## src/rtl/seq_encoder.sv

```systemverilog
// Sparse-activation encoder: forwards nonzero words with their row position
// and emits a per-row occupancy bitmap plus nonzero count.
module seq_encoder #(
   parameter int unsigned SEQ_LEN     = 16,
   parameter int unsigned INDEX_WIDTH = 4,
   parameter int unsigned ACT_WIDTH   = 8,
   parameter int unsigned CNT_WIDTH   = 5
) (
   input  logic                   clk,
   input  logic                   reset,
   input  logic                   start,
   input  logic                   in_valid,
   input  logic [ACT_WIDTH-1:0]   in_data,
   output logic                   in_ready,
   output logic                   nz_valid,
   output logic [ACT_WIDTH-1:0]   nz_data,
   output logic [INDEX_WIDTH-1:0] nz_index,
   input  logic                   nz_ready,
   output logic                   seq_valid,
   output logic [SEQ_LEN-1:0]     seq,
   output logic [CNT_WIDTH-1:0]   seq_nnz,
   input  logic                   seq_ready
);

   localparam logic [INDEX_WIDTH-1:0] LAST_POS = INDEX_WIDTH'(SEQ_LEN - 1);

   typedef enum logic [1:0] {
      IDLE    = 2'd0,
      COLLECT = 2'd1,
      DONE    = 2'd2
   } state_t;

   state_t                 state,    state_n;
   logic [INDEX_WIDTH-1:0] pos,      pos_n;
   logic [SEQ_LEN-1:0]     bitmap,   bitmap_n;
   logic [CNT_WIDTH-1:0]   count,    count_n;
   logic                   nz_vld_q, nz_vld_n;
   logic [ACT_WIDTH-1:0]   nz_dat_q, nz_dat_n;
   logic [INDEX_WIDTH-1:0] nz_idx_q, nz_idx_n;
   logic                   accept;

   // Ready depends on the live start and nz_ready inputs, so it is combinational.
   assign in_ready = (state == COLLECT) && !start && (!nz_vld_q || nz_ready);
   assign accept   = in_valid && in_ready;

   assign nz_valid  = nz_vld_q;
   assign nz_data   = nz_dat_q;
   assign nz_index  = nz_idx_q;
   assign seq_valid = (state == DONE);
   assign seq       = bitmap;
   assign seq_nnz   = count;

   always_ff @(posedge clk or posedge reset) begin
      if (reset) begin
         state    <= IDLE;
         pos      <= '0;
         bitmap   <= '0;
         count    <= '0;
         nz_vld_q <= 1'b0;
         nz_dat_q <= '0;
         nz_idx_q <= '0;
      end else begin
         state    <= state_n;
         pos      <= pos_n;
         bitmap   <= bitmap_n;
         count    <= count_n;
         nz_vld_q <= nz_vld_n;
         nz_dat_q <= nz_dat_n;
         nz_idx_q <= nz_idx_n;
      end
   end

   // Next-state: the nz drain is independent of the row FSM; start overrides all.
   always_comb begin
      state_n  = state;
      pos_n    = pos;
      bitmap_n = bitmap;
      count_n  = count;
      nz_vld_n = nz_vld_q;
      nz_dat_n = nz_dat_q;
      nz_idx_n = nz_idx_q;

      if (nz_vld_q && nz_ready) nz_vld_n = 1'b0;

      if (start) begin
         state_n  = COLLECT;
         pos_n    = '0;
         bitmap_n = '0;
         count_n  = '0;
         nz_vld_n = 1'b0;
      end else begin
         unique case (state)
            IDLE: ;
            COLLECT: begin
               if (accept) begin
                  pos_n = pos + INDEX_WIDTH'(1);
                  if (in_data != '0) begin
                     bitmap_n[pos] = 1'b1;
                     count_n       = count + CNT_WIDTH'(1);
                     nz_vld_n      = 1'b1;
                     nz_dat_n      = in_data;
                     nz_idx_n      = pos;
                  end
                  if (pos == LAST_POS) state_n = DONE;
               end
            end
            DONE: begin
               if (seq_ready) begin
                  state_n  = COLLECT;
                  bitmap_n = '0;
                  count_n  = '0;
               end
            end
            default: state_n = IDLE;
         endcase
      end
   end

endmodule

```

## config.mk

```make
export PLATFORM = sky130hd
export DESIGN_NAME = seq_encoder
export DESIGN_NICKNAME = d
export VERILOG_FILES = /design/src/rtl/seq_encoder.sv
export SDC_FILE = /design/constraint.sdc
export NUM_CORES = 1
export LEC_CHECK = 0
export ABC_AREA = 1
export CORE_UTILIZATION = 50
export DETAILED_ROUTE_END_ITERATION = 10
export PLACE_DENSITY = 0.84
export SKIP_CTS_REPAIR_TIMING = 1
export SLEW_MARGIN = 20
export SYNTH_ARGS = -nofsm -noshare
export SYNTH_HDL_FRONTEND = slang
export SYNTH_SLANG_ARGS = --single-unit
```

## constraint.sdc

```tcl
create_clock -name clk -period 2 [get_ports clk]
set_clock_uncertainty 0.2 [all_clocks]
set_input_delay 0.3 -clock clk [delete_from_list [all_inputs] [get_ports clk]]
set_output_delay 0.3 -clock clk [all_outputs]
set_load 0.01 [all_outputs]
```

---- Yosys cells after proc, flatten, opt, wreduce, memory -nomap -nowiden ----
Cells that the tools add are included.
storage, ports and cells
  output and inout port bits .............. 36
  logic and storage cells ................. 63
  flip-flop bits (word level) ............. 40
  input bits .............................. 14
operators by class
  add/sub/neg operators ................... 2
  multiplexer cells ....................... 25
  bitwise gates (word level) .............. 2
  reductions and logical operators ........ 17
  order comparisons ....................... 2
  equality and inequality tests ........... 8
operators with widths
  cell                                                                                  number
  16-bit 2-to-1 mux                                                                     4
  16-bit one-hot mux with 2 select lines                                                1
  5-bit 2-to-1 mux                                                                      4
  16-bit bitwise OR                                                                     1
  4-bit 2-to-1 mux                                                                      3
  4-bit AND reduction                                                                   3
  5-bit one-hot mux with 2 select lines                                                 1
  3-bit by 2-bit inequality test with 1-bit output (second input constant)              3
  2-bit 2-to-1 mux                                                                      4
  8-bit nonzero test                                                                    1
  1-bit 2-to-1 mux                                                                      6
  2-bit one-hot mux with 3 select lines                                                 1
  5-bit by 1-bit adder with 5-bit output (second input constant)                        1
  1-bit logical AND                                                                     5
  4-bit by 5-bit less-than comparator with 1-bit output (second input constant)         1
  4-bit by 1-bit adder with 4-bit output (second input constant)                        1
  1-bit demux with 4-bit select                                                         1
  4-bit == test (second input constant)                                                 1
  4-bit by 1-bit greater-or-equal comparator with 1-bit output (second input constant)  1
  2-bit nonzero test                                                                    2
  3-bit inequality test (second input constant)                                         1
  3-bit nonzero test                                                                    1
  2-bit by 1-bit == test with 1-bit output (second input constant)                      1
  2-bit == test (second input constant)                                                 1
  6 further kinds                                                                       7

---- Logic depth before layout (Yosys ltp) ----
Gate-level depths: netlist of run 1.
  word-level depth ........................ 9
  depth in mapped cells ................... 9
  gate-level depth less buffers ........... 8

---- Least setup slack after synthesis of run 1 ----
Ideal clock, no wire load.
  path type ............................... register -> register
  start point ............................. reg nz_vld_q, in the netlist nz_valid
  end point ............................... reg nz_dat_q[0], in the netlist nz_data[0]
  arrival time ............................ 1227 ps
  stages on the path, launching flop included .. 8
  setup slack ............................. 456 ps
  cell sequence ........................... dfrtp_1 nand2_1 inv_1 nor3_4 nand2_4 buf_6 nand2_1 nand2_1
between the ends
  word-level cells in the longest chain between the ends .. 5
ends and longest elaborated chain
  what                                  RTL line  RTL
  from (decl)                           37        logic nz_vld_q, nz_vld_n;
  from (signal assigned)                67        nz_vld_q <= nz_vld_n;
  1-bit logical NOT                     43        assign in_ready = (state == COLLECT) && !start && (!nz_vld_q || nz_ready);
  1-bit logical OR                      43
  1-bit logical AND                     43
  1-bit logical AND                     44        assign accept = in_valid && in_ready;
  4-bit AND reduction (no source line)  --
  to (signal assigned)                  68        nz_dat_q <= nz_dat_n;
  to (decl)                             38        logic [ACT_WIDTH-1:0] nz_dat_q, nz_dat_n;
No other way between the ends.
A chain may end at the register's enable or synchronous reset.

---- Worst setup path after layout of run 1 ----
  start point ............................. reg count[2], in the netlist seq_nnz[2]
  end point ............................... out seq_nnz[2]
RTL lines
  what                    RTL line  RTL
  from (decl)             36        logic [CNT_WIDTH-1:0] count, count_n;
  from (signal assigned)  66        count <= count_n;
  to (decl)               21        output logic [CNT_WIDTH-1:0] seq_nnz,
No word-level cell between the ends.

==> reports/metrics.csv, run 1 <==
stage,metric,value,unit
outcome,status,"finished, final reports clean",
clock_network,cts_sinks,40,
route,drc,0,
logic_synthesis,synth_cell_types,24,
critical_path,critical_path.max_stage_delay,570,ps
finish,synthToLayoutAreaGrowth,32.9,%
clock_network,insertion_delay,300,ps
timing,setup_violations,0,
timing,rsz0062_at_grt,false,
clock_network,numCtsBuffers,5,
logic_synthesis,syn_inst,300,
finish,diodes,0,
hold_path,hp-class,in -> async,
timing,slew_violations,0,
die,die_h,68.4,um
power_and_ir_drop,power_leakage,0.00152,uW
clock_network,htree_levels,2,
logic_synthesis,syn_area_per_cell,7.34,sq um
critical_path,crit_family,buffers and inverters,
clock_network,cts-root-buf,clkbuf_8,
timing,fmax,557,MHz
route,dr.pass1.iters,4,
logic_synthesis,syn_nets,319,
logic_synthesis,ys_ff_latch,40,
timing,holdWs,226,ps
route,wl_per_cell,12.2,um
die,die_w,68.4,um
placed_design,portBuffers,49,
clock_network,cts_tree,built,
die,rows,23,
route,ant_nets,0,
die,start_util,53.5,%
finish,nFillCells,352,
finish,drive_gt1_share,10.2,%
route,drtIter0Drc,156,
die,coreArea,4120,sq um
die,ios,50,
route,viasPerCell,5.08,
critical_path,cpMaxStageDelayCell,clkdlybuf4s50_1,
critical_path,path_class,reg -> out,
finish,fin_area,2930,sq um
route,routed-via-count,2086,
logic_synthesis,ys_warn_count,0,
power_and_ir_drop,p_total,2160,uW
route,wl,5030,um
finish,final_nets,379,
clock_network,path_clk_slew,80,ps
logic_synthesis,yosysSeqAreaShare,45.5,%
global_route,grt_pass1_wl,8460,um
timing,fin_crit_sh,89.8,%
timing,max_slew_margin,66.5,%
clock_network,cts_max_path_buffers,2,
critical_path,required,1500,ps
power_and_ir_drop,ir_drop,0.363,mV
timing,period_needed,1800,ps
global_route,overflow,0,
timing,fin_setup_tns,0,ps
critical_path,path_cells,clkdlybuf4s50_1,
critical_path,critical_path_buf_inv_count,1,
job,max-cap-violations,0,
critical_path,arrival,1300,ps
critical_path,crit_path_end_kind,primary output,
timing,worstMarginPinSlew,503,ps
die,die_area,4670,sq um
global_route,grt_max_degree,41,
timing,hold_viol_final,0,
logic_synthesis,syn-cell-area,2200,sq um
global_route,track_usage,24.8,%
placed_design,dp_hpwl,3690,um
critical_path,crit_fanout,6,
global_route,grt_pass1_vias,1968,
placed_design,dpl_cell_area,2820,sq um
placed_design,gp_congestion,0.847,
global_route,grt_antenna_before_repair,0,
critical_path,setup.worst_path.start_class,flop,
power_and_ir_drop,p_per_area,737,nW/um^2
-- worst register-to-register path: stages (launching register included) --
cell and delay (ps):
dfrtp_1 410, inv_2 100, nand2_4 90, buf_4 190
nand2_2 100, inv_1 50, nand2_2 100, nand2_2 100
buf_12 160, nand2_1 50, nand2_1 60
-- metrics by stage --
| stage | instances | setup slack [ps] | util (%) |
|---|---|---|---|
| final | 411 | 204 | 71.1 |
| after global routing | 411 | 110 | 71.1 |
| after CTS | 410 | -146 | 70.8 |
| after detailed placement | 402 | -130 | 68.6 |
| after global placement | 402 | -75.4 | 68.6 |
| after floorplan | 300 | 456 | - |
-- area by class of cell --
type / count / area, sq um / share of cell area [%]
well taps: 50 / 62.6 / 2.14
flip-flops and latches: 40 / 1000 / 34.2
inverters: 29 / 109 / 3.72
clock buffers: 6 / 82.6 / 2.82
repair buffers: 66 / 648 / 22.1
clock inverters: 2 / 10.0 / 0.342
multi-input cells: 218 / 1010 / 34.6
-- final timing paths --
path	start	end	slack [ps]	cells past startpoint
max	seq_nnz[2]	seq_nnz[2]	200	1
min	reset	nz_data[5]	230	3
max reg2reg	state[0]	seq[4]	290	10
min reg2reg	nz_index[0]	nz_index[0]	280	2
max in group asynchronous	reset	seq[10]	1030	3
min in group clk	nz_index[0]	nz_index[0]	280	2
-- report_power, final --
part	leakage [uW]	switching, uW	total [uW]	internal, uW
Combinational	0.000933	317	633	316
Sequential	0.000539	66.6	968	902
Clock	0.0000510	281	556	275
-- registers in the layout (all words and copies together) (netlist names) --
| signal | flops |
|---|---|
| nz_index | 4 |
| nz_data | 8 |
| seq_nnz | 5 |
| nz_valid | 1 |
| seq | 16 |
| state | 2 |
| pos | 4 |
-- cell families (layout without fill, tap and decap cells) --
group	after synthesis	in the layout	synth area share, %
compound gates	14	14	3.75
buf+inv	42	103	8.52
flops	40	40	45.5
simple gates	197	197	38.6
xor+xnor	2	2	0.796
fa+ha+maj	5	5	2.84
-- metal layers --
| metal | vias to the layer above | wire length, um | share of wire (%) | track usage [%] |
|---|---|---|---|---|
| li1 | 1061 | - | - | - |
| met1 | 965 | 2250 | 45 | 29.9 |
| met2 | 54 | 2470 | 49 | 42.4 |
| met3 | 6 | 248 | 4.9 | 5.50 |
| met4 | 0 | 65 | 1.3 | 10.2 |
| met5 | - | 0 | 0 | 0 |
-- synthesized netlist by cell type --
cell / instances / area [sq um]
nor3_1: 1 / 5.00
nor3_4: 1 / 16.3
nor2_1: 27 / 101
nor2_2: 2 / 12.5
buf_2: 6 / 30.0
o21ai_2: 1 / 8.76
nand3b_1: 1 / 7.51
buf_4: 4 / 30.0
nor3b_1: 1 / 7.51
buf_6: 1 / 11.3
a21oi_2: 1 / 8.76
ha_1: 5 / 62.6
nand4_1: 2 / 12.5
o21ai_0: 8 / 40.0
nand2_4: 2 / 22.5
nand2_2: 4 / 25.0
inv_1: 29 / 109
o21bai_1: 2 / 15.0
a21oi_1: 2 / 10.0
dfrtp_1: 40 / 1000
nand2_1: 112 / 420
nand3_1: 44 / 220
clkbuf_1: 2 / 7.51
xor2_1: 2 / 17.5
-- placed cells by master, fill, tap and decap left out --
cell	synthesis	layout
buf_4	4	15
inv_1	29	28
nand2_1	112	112
nand3b_1	1	1
o21ai_0	8	8
dlymetal6s2s_1	0	2
nor3b_1	1	1
clkinv_2	0	2
nand3_1	44	44
a21oi_1	2	2
nand4_1	2	2
nand2_2	4	4
nor2_2	2	2
buf_12	0	2
nand2_4	2	2
clkdlybuf4s50_1	0	47
a21oi_2	1	1
ha_1	5	5
nor2_1	27	27
clkbuf_8	0	6
dfrtp_1	40	40
o21ai_2	1	1
nor3_1	1	1
o21bai_1	2	2
inv_2	0	1
nor3_4	1	1
xor2_1	2	2
No activity file was read; power rests on OpenSTA's default activity.
==> run 2, diff against run 1 <==
--- a/config.mk
+++ b/config.mk
@@ -8,6 +8,7 @@
 export ABC_AREA = 1
 export CORE_UTILIZATION = 50
 export DETAILED_ROUTE_END_ITERATION = 10
+export HOLD_SLACK_MARGIN = 0.15
 export PLACE_DENSITY = 0.84
 export SKIP_CTS_REPAIR_TIMING = 1
 export SLEW_MARGIN = 20
==> results of run 2 <==
Same layout as run 1: the final DEF is identical, and so are final timing and power.
==> run 3, diff against run 2 <==
--- a/config.mk
+++ b/config.mk
@@ -6,10 +6,10 @@
 export NUM_CORES = 1
 export LEC_CHECK = 0
 export ABC_AREA = 1
-export CORE_UTILIZATION = 50
+export CORE_UTILIZATION = 35
 export DETAILED_ROUTE_END_ITERATION = 10
 export HOLD_SLACK_MARGIN = 0.15
-export PLACE_DENSITY = 0.84
+export PLACE_DENSITY = 0.63
 export SKIP_CTS_REPAIR_TIMING = 1
 export SLEW_MARGIN = 20
 export SYNTH_ARGS = -nofsm -noshare
==> constraint.sdc (replaced) <==
create_clock -name clk -period 1.88 [get_ports clk]
set_clock_uncertainty 0.2 [all_clocks]
set_input_delay 0.282 -clock clk [delete_from_list [all_inputs] [get_ports clk]]
set_output_delay 0.282 -clock clk [all_outputs]
set_load 0.01 [all_outputs]
==> run 3 against run 2 <==
Compared with the run above:
- routed wire length down 1.2%
- sequential cell count unchanged
- first-iteration DRC count down 30%
- count of clock-buffer cells in the layout did not move
- sequential power grew 5%
- die area rose by 41%
- cell count grew 6.6%
- worst setup slack worse by 100 ps
- global-route usage shrank 7.6 points
- critical endpoint unchanged
- largest cell class unchanged
==> reports/metrics.csv, run 3 (synthesis results as in run 1) <==
stage,metric,value,unit,change
global_route,grt_pass1_wl,8650,um,was 8460 um
global_route,grt_max_degree,41,,unchanged
global_route,grt_busiest_layer,met2,,unchanged
critical_path,setup.worst_path.start_class,flop,,unchanged
finish,mostFrequentLayoutCells,"112 x nand2_1, 47 x clkdlybuf4s50_1, 44 x nand3_1, 40 x dfrtp_1, 28 x inv_1",,unchanged
critical_path,path_cells,clkdlybuf4s50_1,,unchanged
clock_network,cts_max_path_buffers,2,,unchanged
global_route,overflow,0,,unchanged
global_route,grt.met2_usage,27.1,%,was 42.4%
timing,fmax,562,MHz,
route,viasPerCell,4.56,,was 5.08
critical_path,crit_fanout,6,,unchanged
critical_path,critical_path_buf_inv_count,1,,unchanged
die,die_area,6610,sq um,was 4670 sq um
die,start_util,36.8,%,was 53.5%
finish,largest_reg_flops,16,,unchanged
timing,setup_violations,0,,unchanged
global_route,use_met1,23.3,%,was 29.9%
die,die_w,81.3,um,was 68.4 um
finish,nFillCells,572,,was 352
placed_design,portBuffers,49,,unchanged
route,drtIter0Drc,109,,was 156
timing,rsz0062_at_grt,false,,unchanged
critical_path,path_class,reg -> out,,unchanged
power_and_ir_drop,p_per_area,800,nW/um^2,was 737 nW/um^2
route,wl,4970,um,was 5030 um
clock_network,htree_levels,2,,unchanged
route,dr.pass1.iters,4,,unchanged
timing,slew_violations,0,,unchanged
clock_network,numCtsBuffers,5,,unchanged
die,ios,50,,unchanged
timing,worstMarginPinSlew,366,ps,was 503 ps
finish,drive_gt1_share,10.5,%,was 10.2%
job,max-cap-violations,0,,unchanged
route,routed-via-count,1998,,was 2086
global_route,grt_antenna_before_repair,0,,unchanged
global_route,track_usage,17.2,%,was 24.8%
route,ant_nets,0,,unchanged
critical_path,crit_family,buffers and inverters,,unchanged
global_route,grt.met3_usage,3.71,%,was 5.50%
timing,period_needed,1780,ps,
global_route,grt_pass1_vias,1883,,was 1968
outcome,status,"finished, final reports clean",,unchanged
clock_network,cts-root-buf,clkbuf_8,,unchanged
critical_path,critical_path.max_stage_delay,570,ps,about the same
critical_path,arrival,1300,ps,about the same
power_and_ir_drop,power_leakage,0.00154,uW,was 0.00152 uW
clock_network,path_clk_slew,80,ps,about the same
die,die_h,81.3,um,was 68.4 um
finish,synthToLayoutAreaGrowth,36.4,%,was 32.9%
critical_path,crit_path_end_kind,primary output,,unchanged
placed_design,placed_cells,428,,was 402
placed_design,dp_hpwl,3530,um,was 3690 um
finish,regArea,1000,sq um,unchanged
route,drc,0,,unchanged
finish,multi_input_area,1010,sq um,unchanged
placed_design,gp_congestion,0.787,,was 0.847
die,rows,28,,was 23
hold_path,hp-class,in -> async,,unchanged
route,wl_per_cell,11.3,um,was 12.2 um
timing,holdWs,138,ps,was 226 ps
timing,hold_viol_final,0,,unchanged
finish,final_nets,381,,was 379
clock_network,insertion_delay,290,ps,was 300 ps
finish,final_common_cell,nand2_1,,unchanged
die,coreArea,5990,sq um,was 4120 sq um
timing,fin_crit_sh,94.6,%,
power_and_ir_drop,ir_drop,0.424,mV,was 0.363 mV
clock_network,cts_sinks,40,,unchanged
critical_path,required,1400,ps,was 1500 ps
finish,diodes,0,,unchanged
timing,max_slew_margin,75.6,%,was 66.5%
finish,fin_cells,438,,was 411
finish,fin_util,50.1,%,was 71.1%
critical_path,cpMaxStageDelayCell,clkdlybuf4s50_1,,unchanged
clock_network,cts_tree,built,,unchanged
-- run 3: area by class of cell --
| class | instances | share of cell area [%] |
|---|---|---|
| clock buffers | 6 | 2.42 |
| clock inverters | 2 | 1.17 |
| inverters | 29 | 3.62 |
| multi-input cells | 218 | 33.7 |
| flip-flops and latches | 40 | 33.3 |
| well taps | 75 | 3.12 |
| repair buffers | 68 | 22.6 |
-- run 3: worst paths after layout --
kind / depth (start not counted) / end / start / slack (ps)
min in group clk: 2 / nz_data[3] / nz_data[3] / 280
max reg2reg: 8 / seq[10] / state[1] / 240
max: 1 / seq_nnz[2] / seq_nnz[2] / 100
min: 3 / seq[0] / reset / 140
max in group asynchronous: 3 / seq[10] / reset / 1140
min reg2reg: 2 / nz_data[3] / nz_data[3] / 280
-- run 3: layer usage --
| layer | share of wire [%] | routed length (um) |
|---|---|---|
| met5 | 0 | 0 |
| met1 | 51 | 2540 |
| met2 | 45 | 2210 |
| met3 | 3.1 | 155 |
| met4 | 1.3 | 65 |
-- run 3: power breakdown --
group	internal (uW)	switching [uW]
Combinational	346	337
Sequential	959	64.7
Clock	394	302
Total	1700	704
-- run 3: metrics by stage --
stage | setup WS [ps] | setup TNS, ps | area (sq um) | power (uW)
after floorplan | 336 | 0 | 2200 | 1370
after global placement | -250 | -3060 | 2870 | 1710
after detailed placement | -243 | -3630 | 2870 | 1720
after CTS | -252 | -368 | 2980 | 2430
after global routing | 39.8 | 0 | 3000 | 2550
final | 101 | 0 | 3000 | 2400
